File: src/rtl/universal_shift_register.sv
// N-bit universal shift register (shift/rotate/load/hold) with a burst sequencer.
// Ports: clk, rst, clkenb, modo, dir, s_in_izq, s_in_der, d, start, count,
//        q, s_out_der, s_out_izq, busy, done.
module universal_shift_register #(
   parameter int N  = 4,
   parameter int CW = 4
) (
   input  logic          clk,
   input  logic          rst,
   input  logic          clkenb,
   input  logic [1:0]    modo,
   input  logic          dir,
   input  logic          s_in_izq,
   input  logic          s_in_der,
   input  logic [N-1:0]  d,
   input  logic          start,
   input  logic [CW-1:0] count,
   output logic [N-1:0]  q,
   output logic          s_out_der,
   output logic          s_out_izq,
   output logic          busy,
   output logic          done
);

   typedef enum logic [1:0] {
      IDLE = 2'b00,
      RUN  = 2'b01,
      DONE = 2'b10
   } state_t;

   state_t          state, state_n;
   logic [CW-1:0]   rem, rem_n;
   logic [1:0]      lmode;
   logic            ldir;
   logic [1:0]      op_mode;
   logic            op_dir;
   logic [N-1:0]    q_op;
   logic            do_op;
   logic            latch;

   assign s_out_der = q[0];
   assign s_out_izq = q[N-1];

   // In RUN the frozen op is used; otherwise the live inputs.
   always_comb begin
      op_mode = modo;
      op_dir  = dir;
      if (state == RUN) begin
         op_mode = lmode;
         op_dir  = ldir;
      end
      case (op_mode)
         2'b00:   q_op = op_dir ? {q[N-2:0], s_in_der}
                                : {s_in_izq, q[N-1:1]};
         2'b01:   q_op = op_dir ? {q[N-2:0], q[N-1]}
                                : {q[0], q[N-1:1]};
         2'b10:   q_op = d;
         default: q_op = q;
      endcase
   end

   always_comb begin
      state_n = state;
      rem_n   = rem;
      do_op   = 1'b0;
      latch   = 1'b0;
      unique case (state)
         IDLE: begin
            if (clkenb) begin
               if (start) begin
                  if (count == '0) begin
                     state_n = DONE;
                  end else begin
                     // first op of the burst runs on the start edge
                     do_op   = 1'b1;
                     latch   = 1'b1;
                     rem_n   = count - CW'(1);
                     state_n = (count == CW'(1)) ? DONE : RUN;
                  end
               end else begin
                  do_op = 1'b1;
               end
            end
         end
         RUN: begin
            if (clkenb) begin
               do_op = 1'b1;
               rem_n = rem - CW'(1);
               if (rem == CW'(1)) state_n = DONE;
            end
         end
         DONE:    state_n = IDLE;
         default: state_n = IDLE;
      endcase
   end

   always_ff @(posedge clk or posedge rst) begin
      if (rst) begin
         state <= IDLE;
         rem   <= '0;
         lmode <= 2'b11;
         ldir  <= 1'b0;
         q     <= '0;
         busy  <= 1'b0;
         done  <= 1'b0;
      end else begin
         state <= state_n;
         rem   <= rem_n;
         busy  <= (state_n == RUN);
         done  <= (state_n == DONE);
         if (latch) begin
            lmode <= modo;
            ldir  <= dir;
         end
         if (do_op) q <= q_op;
      end
   end

endmodule
File: config.mk
export PLATFORM = sky130hd
export DESIGN_NAME = universal_shift_register
export DESIGN_NICKNAME = d
export VERILOG_FILES = /design/src/rtl/universal_shift_register.sv
export SDC_FILE = /design/constraint.sdc
export NUM_CORES = 1
export LEC_CHECK = 0
export BUFFER_PORTS_ARGS = -buffer_cell sky130_fd_sc_hd__buf_2
export CORE_MARGIN = 5
export CORE_UTILIZATION = 50
export CTS_CLUSTER_DIAMETER = 200
export CTS_CLUSTER_SIZE = 14
export DETAILED_ROUTE_END_ITERATION = 10
export PLACE_DENSITY = 0.75
export SYNTH_ARGS = -nofsm -noshare
export SYNTH_HDL_FRONTEND = slang
export SYNTH_SLANG_ARGS = --single-unit
File: constraint.sdc
create_clock -name clk -period 2.9 [get_ports clk]
set_input_delay 0.58 -clock clk [delete_from_list [all_inputs] [get_ports clk]]
set_output_delay 0.58 -clock clk [all_outputs]
set_load 0.05 [all_outputs]
# --- Word-level counts from Yosys, hierarchy flattened ---
# Index checks and enable logic that the tools add are counted.
totals:
  ff_bits: 15
  wordCells: 52
  output_inout_bits: 8
classes:
  reduce_logical: 7
  n_addsub: 2
  eq_ne: 11
  muxes: 25
op_table:
  columns: ["operator", "n"]
  rows:
  - ["4-bit 2-to-1 mux", 6]
  - ["2-bit 2-to-1 mux", 7]
  - ["4-bit one-hot mux with 3 select lines", 1]
  - ["4-bit by 1-bit equality test with 1-bit output (second input constant)", 2]
  - ["1-bit 2-to-1 mux", 8]
  - ["2-bit inequality test (second input constant)", 4]
  - ["4-bit one-hot mux with 2 select lines", 1]
  - ["4-bit by 1-bit subtractor with 4-bit output (second input constant)", 2]
  - ["2-bit by 1-bit equality test with 1-bit output (second input constant)", 3]
  - ["5-bit AND reduction", 1]
  - ["2-bit equality test (second input constant)", 2]
  - ["2-bit logical NOT", 2]
  - ["4-bit logical NOT", 1]
  - ["2-bit one-hot mux with 2 select lines", 1]
  - ["3-bit nonzero test", 1]
  - ["1-bit one-hot mux with 2 select lines", 1]
  - ["2-bit AND reduction", 1]
  - ["2-bit nonzero test", 1]

# --- Logic depth before layout (Yosys ltp) ---
logic_depth:
  ltp_word: 7
  depth_mapped: 9
  depth_no_buf: 8

# --- Worst setup path before layout ---
# No wires, ideal clock.
synth_path:
  path_type: "register to register"
  from: "register state[1]"
  to: "register q[2]"
  n_path_buf: 2
  setup_ns: 0.077
  required_time_ns: 2.823
  setup_slack_ns: 0.948
  arrival_time_ns: 1.875
  period_less_slack_ns: 1.952
  stages_incl_launch_ff: 10
  cell_sequence: "dfrtp_1 > nand2b_1 > buf_2 > mux2i_1 > inv_1 > ha_1 > a311o_1 > buf_6 > o21bai_4 > o21ai_1"
synth_between:
  elab_chain_len: 5
synth_lines:
  columns: ["item", "line", "rtl"]
  rows:
  - ["from (decl)", "31", "state_t state, state_n;"]
  - ["from (signal assigned)", "107", "state <= state_n;"]
  - ["2-bit by 1-bit equality test with 1-bit output", "48, 67", null]
  - ["2-bit 2-to-1 mux", "48", "if (state == RUN) begin"]
  - ["2-bit equality test, or another cell as far along", "52", "case (op_mode)"]
  - ["3-bit nonzero test (no line)", null, null]
  - ["2-bit AND reduction (no line)", null, null]
  - ["to (signal assigned)", "115", "if (do_op) q <= q_op;"]
  - ["to (decl)", "18", "output logic [N-1:0] q,"]
# Several ways; a longest one is shown, not always the timed one.
# A chain may end at the register's enable or synchronous reset.

# --- Worst setup path after layout ---
layout_path:
  from: "register state[1]"
  to: "register q[1]"
# The elaborated chain is that of the path after synthesis.

==> key figures <==
Status
  – Outcome: finished clean

STA
  – Setup tns final: 0 ps
  – Final Max Slew Viols: 0
  – Final Setup Violations: 0
  – Final period util: 76.7%
  – Minimum clock period: 2230 ps
  – Clock Skew: 6.49 ps
  – Hold violation total from the final report: 0
  – RSZ-0062 raised after global routing: false
  – Max Freq: 449 MHz
  – Fin worst setup slack: 675 ps
  – Worst-Margin Slew: approximately 570 ps
  – Max-slew headroom: 61.7%

Run
  – Maximum Capacitance Violations: 0

Critical path
  – Worst-path maximum fanout: 7
  – Crit path arrival time: between 2000 and 2500 ps
  – Critical Path End Type: flip-flop
  – Startpoint type of the worst setup path: flip-flop
  – Req. time, crit path: 3120 ps
  – WS Path Type: reg2reg

Clock tree
  – Num CTS Buffers: 3
  – Sink Count: 15
  – Clock Latency Late Sink: 290 ps
  – Clk buf depth: 2
  – Clk pin slew, worst setup/hold paths: 100 ps
  – CTS Hold Bufs: 0
  – Max H-tree Level: 1
  – Post-CTS Resized: 0
  – Clock root cell: clkbuf_4
  – CTS tree: done
  – Post-CTS Setup Inserts: 0

Synthesis
  – Sequential area share after synthesis: 36.1%
  – Synth Area in Compound Gates: 15.4%
  – Synth warn: 0
  – Synth Cell Area: ~1000 sq um
  – Distinct cells, synth: 30
  – Largest cells by area after synthesis: dfrtp_1 (31%), mux2i_1 (8.6%), ha_1 (8.4%), mux2_2 (5.4%), dfstp_2 (5.0%)
  – Main synth FF type: dfrtp_1
  – EDFF count, synth: 0
  – Post-Synth XOR/XNOR Area: 1.67%
  – Post-Synth Simple-Gate Area: 16.1%
  – Post-synthesis mux area share: 16.1%
  – Yosys top cell area share: 31.1%
  – Top-count cell post-synth: dfrtp_1
  – Cell taking the most area after synthesis: dfrtp_1
  – Mapped Cells: 106
  – Syn Area/Cell: 9.88 sq um
  – Async S/R FF share, synth: 100%
  – #FFs+latches synth: 15
  – Post-synthesis net count: 130
  – Synthesized-area fraction occupied by adder cells: 8.36%
  – Combinational family with the most area after synthesis: multiplexers
  – Commonest cells in the netlist: dfrtp_1 (13), inv_1 (9), mux2i_1 (9)

Global route
  – Vias in the first global route: 811
  – Initial antenna violation count: 0
  – First-pass GRT wire length: approximately 3600 um
  – Largest net degree at the start of global routing: 16
  – Total congestion overflow: 0
  – Gr usage total: 14.1%

Detailed routing
  – Via density: 5.36
  – 1st-iter DRT viols: 15
  – WL final: between 2000 and 2500 um
  – WL per Instance: 13.1 um
  – Remaining antenna violation count: 0
  – Via total after detailed routing: 842
  – DRT Pass-1 Iters: 4
  – DRC: 0

Die
  – Die X-Extent: 55.8 um
  – Ports: 25
  – Die Y: 55.8 um
  – Initial Util: 52.8%
  – Die area: 3110 sq um
  – Core area: 1980 sq um
  – Row cnt: 16

Placed design
  – Buffers on Ports: 24
  – Dpl ws: approximately 720 ps
  – GPL Wtd Cong: 0.801
  – Final HPWL DP: 1610 um

Power
  – Leakage: 0.610 nW
  – Pwr Total: 1.21 mW
  – Pwr dens: 1010 nW/um^2
  – Worst VDD drop: roughly 0.00054 V

Cells and area
  – Area growth syn-to-layout: 14.3%
  – Fillers: 172
  – Final net count: around 160
  – Util after Layout: 60.4%
  – Layout cells sized above 1: 30.8%
  – Ant diodes: 0

Worst hold path
  – Hold WC Path Type: in2async
-- cell families (layout without fill, tap and decap cells) --
kind of cell,count (synthesis),in the layout
multiplexers,15,15
flip-flops,15,15
AO/OA/AOI/OAI,22,22
XOR/XNOR,2,2
buffers and inverters,13,37
AND/OR/NAND/NOR,32,32
adder cells (fa/ha/maj),7,7
-- final cells by class --
cell class | instances | area [sq um] | area share [%]
well taps | 27 | 33.8 | 2.82
clock buffers | 3 | 22.5 | 1.88
clock inverters | 1 | 5.00 | 0.418
multi-input cells | 78 | 604 | 50.5
repair buffers | 24 | 120 | 10.0
flip-flops and latches | 15 | 378 | 31.6
inverters | 9 | 33.8 | 2.82
-- where the power goes --
group | leakage (nW) | switching [mW] | internal, mW | total, mW
Clock | 0.0177 | 0.0730 | 0.0513 | 0.124
Combinational | 0.410 | 0.430 | 0.280 | 0.710
Sequential | 0.182 | 0.0757 | 0.305 | 0.381
Total | 0.610 | 0.579 | 0.636 | 1.21
-- metrics by stage --
stage | cells | area (sq um) | hold WS [ps]
after global placement | 153 | 1170 | 514
after detailed placement | 153 | 1170 | 531
after global routing | 157 | 1200 | 381
after CTS | 157 | 1200 | 343
final | 157 | 1200 | 325
after floorplan | 106 | 1050 | 480
-- critical path, cell delays in order, from the launching register on --
cell	delay, ps
dfrtp_1	460
nand2b_1	360
mux2i_1	290
inv_1	90
ha_1	200
a311o_1	390
o21bai_4	230
o21ai_1	130
-- flip-flops by register name (all words and copies together), names as in the netlist --
register,flops
busy,1
ldir,1
rem,4
lmode,2
state,2
q,4
done,1
-- worst paths after layout --
kind | from | endpoint | slack (ps) | cells past startpoint
setup / recovery | state[1]$_DFF_PP0_ | q[1]$_DFFE_PP0P_ | 670 | 7
hold / removal | rst | busy$_DFF_PP0_ | 330 | 2
setup reg to reg | state[1]$_DFF_PP0_ | q[1]$_DFFE_PP0P_ | 670 | 7
hold reg to reg | state[1]$_DFF_PP0_ | state[1]$_DFF_PP0_ | 560 | 1
max in group asynchronous | rst | lmode[1]$_DFFE_PP1P_ | 2190 | 2
min in group clk | modo[0] | lmode[0]$_DFFE_PP1P_ | 530 | 2
-- per-layer routing --
layer  vias up  track usage (%)  wire (um)
li1        414                -          -
met1       399             18.5        904
met2        27             23.3       1030
met3         2             2.32        117
met4         0             5.21          6
met5         -                0          0
-- cell usage in the layout, fill, tap and decap left out, types with 5 or more instances in the layout --
master and instances:
a21oi_1 8, inv_1 9, ha_1 7, buf_2 24
nor2_1 5, nand2_1 8, mux2i_1 9, mux2_2 5
dfrtp_1 13
No activity file was read; power rests on OpenSTA's default activity.
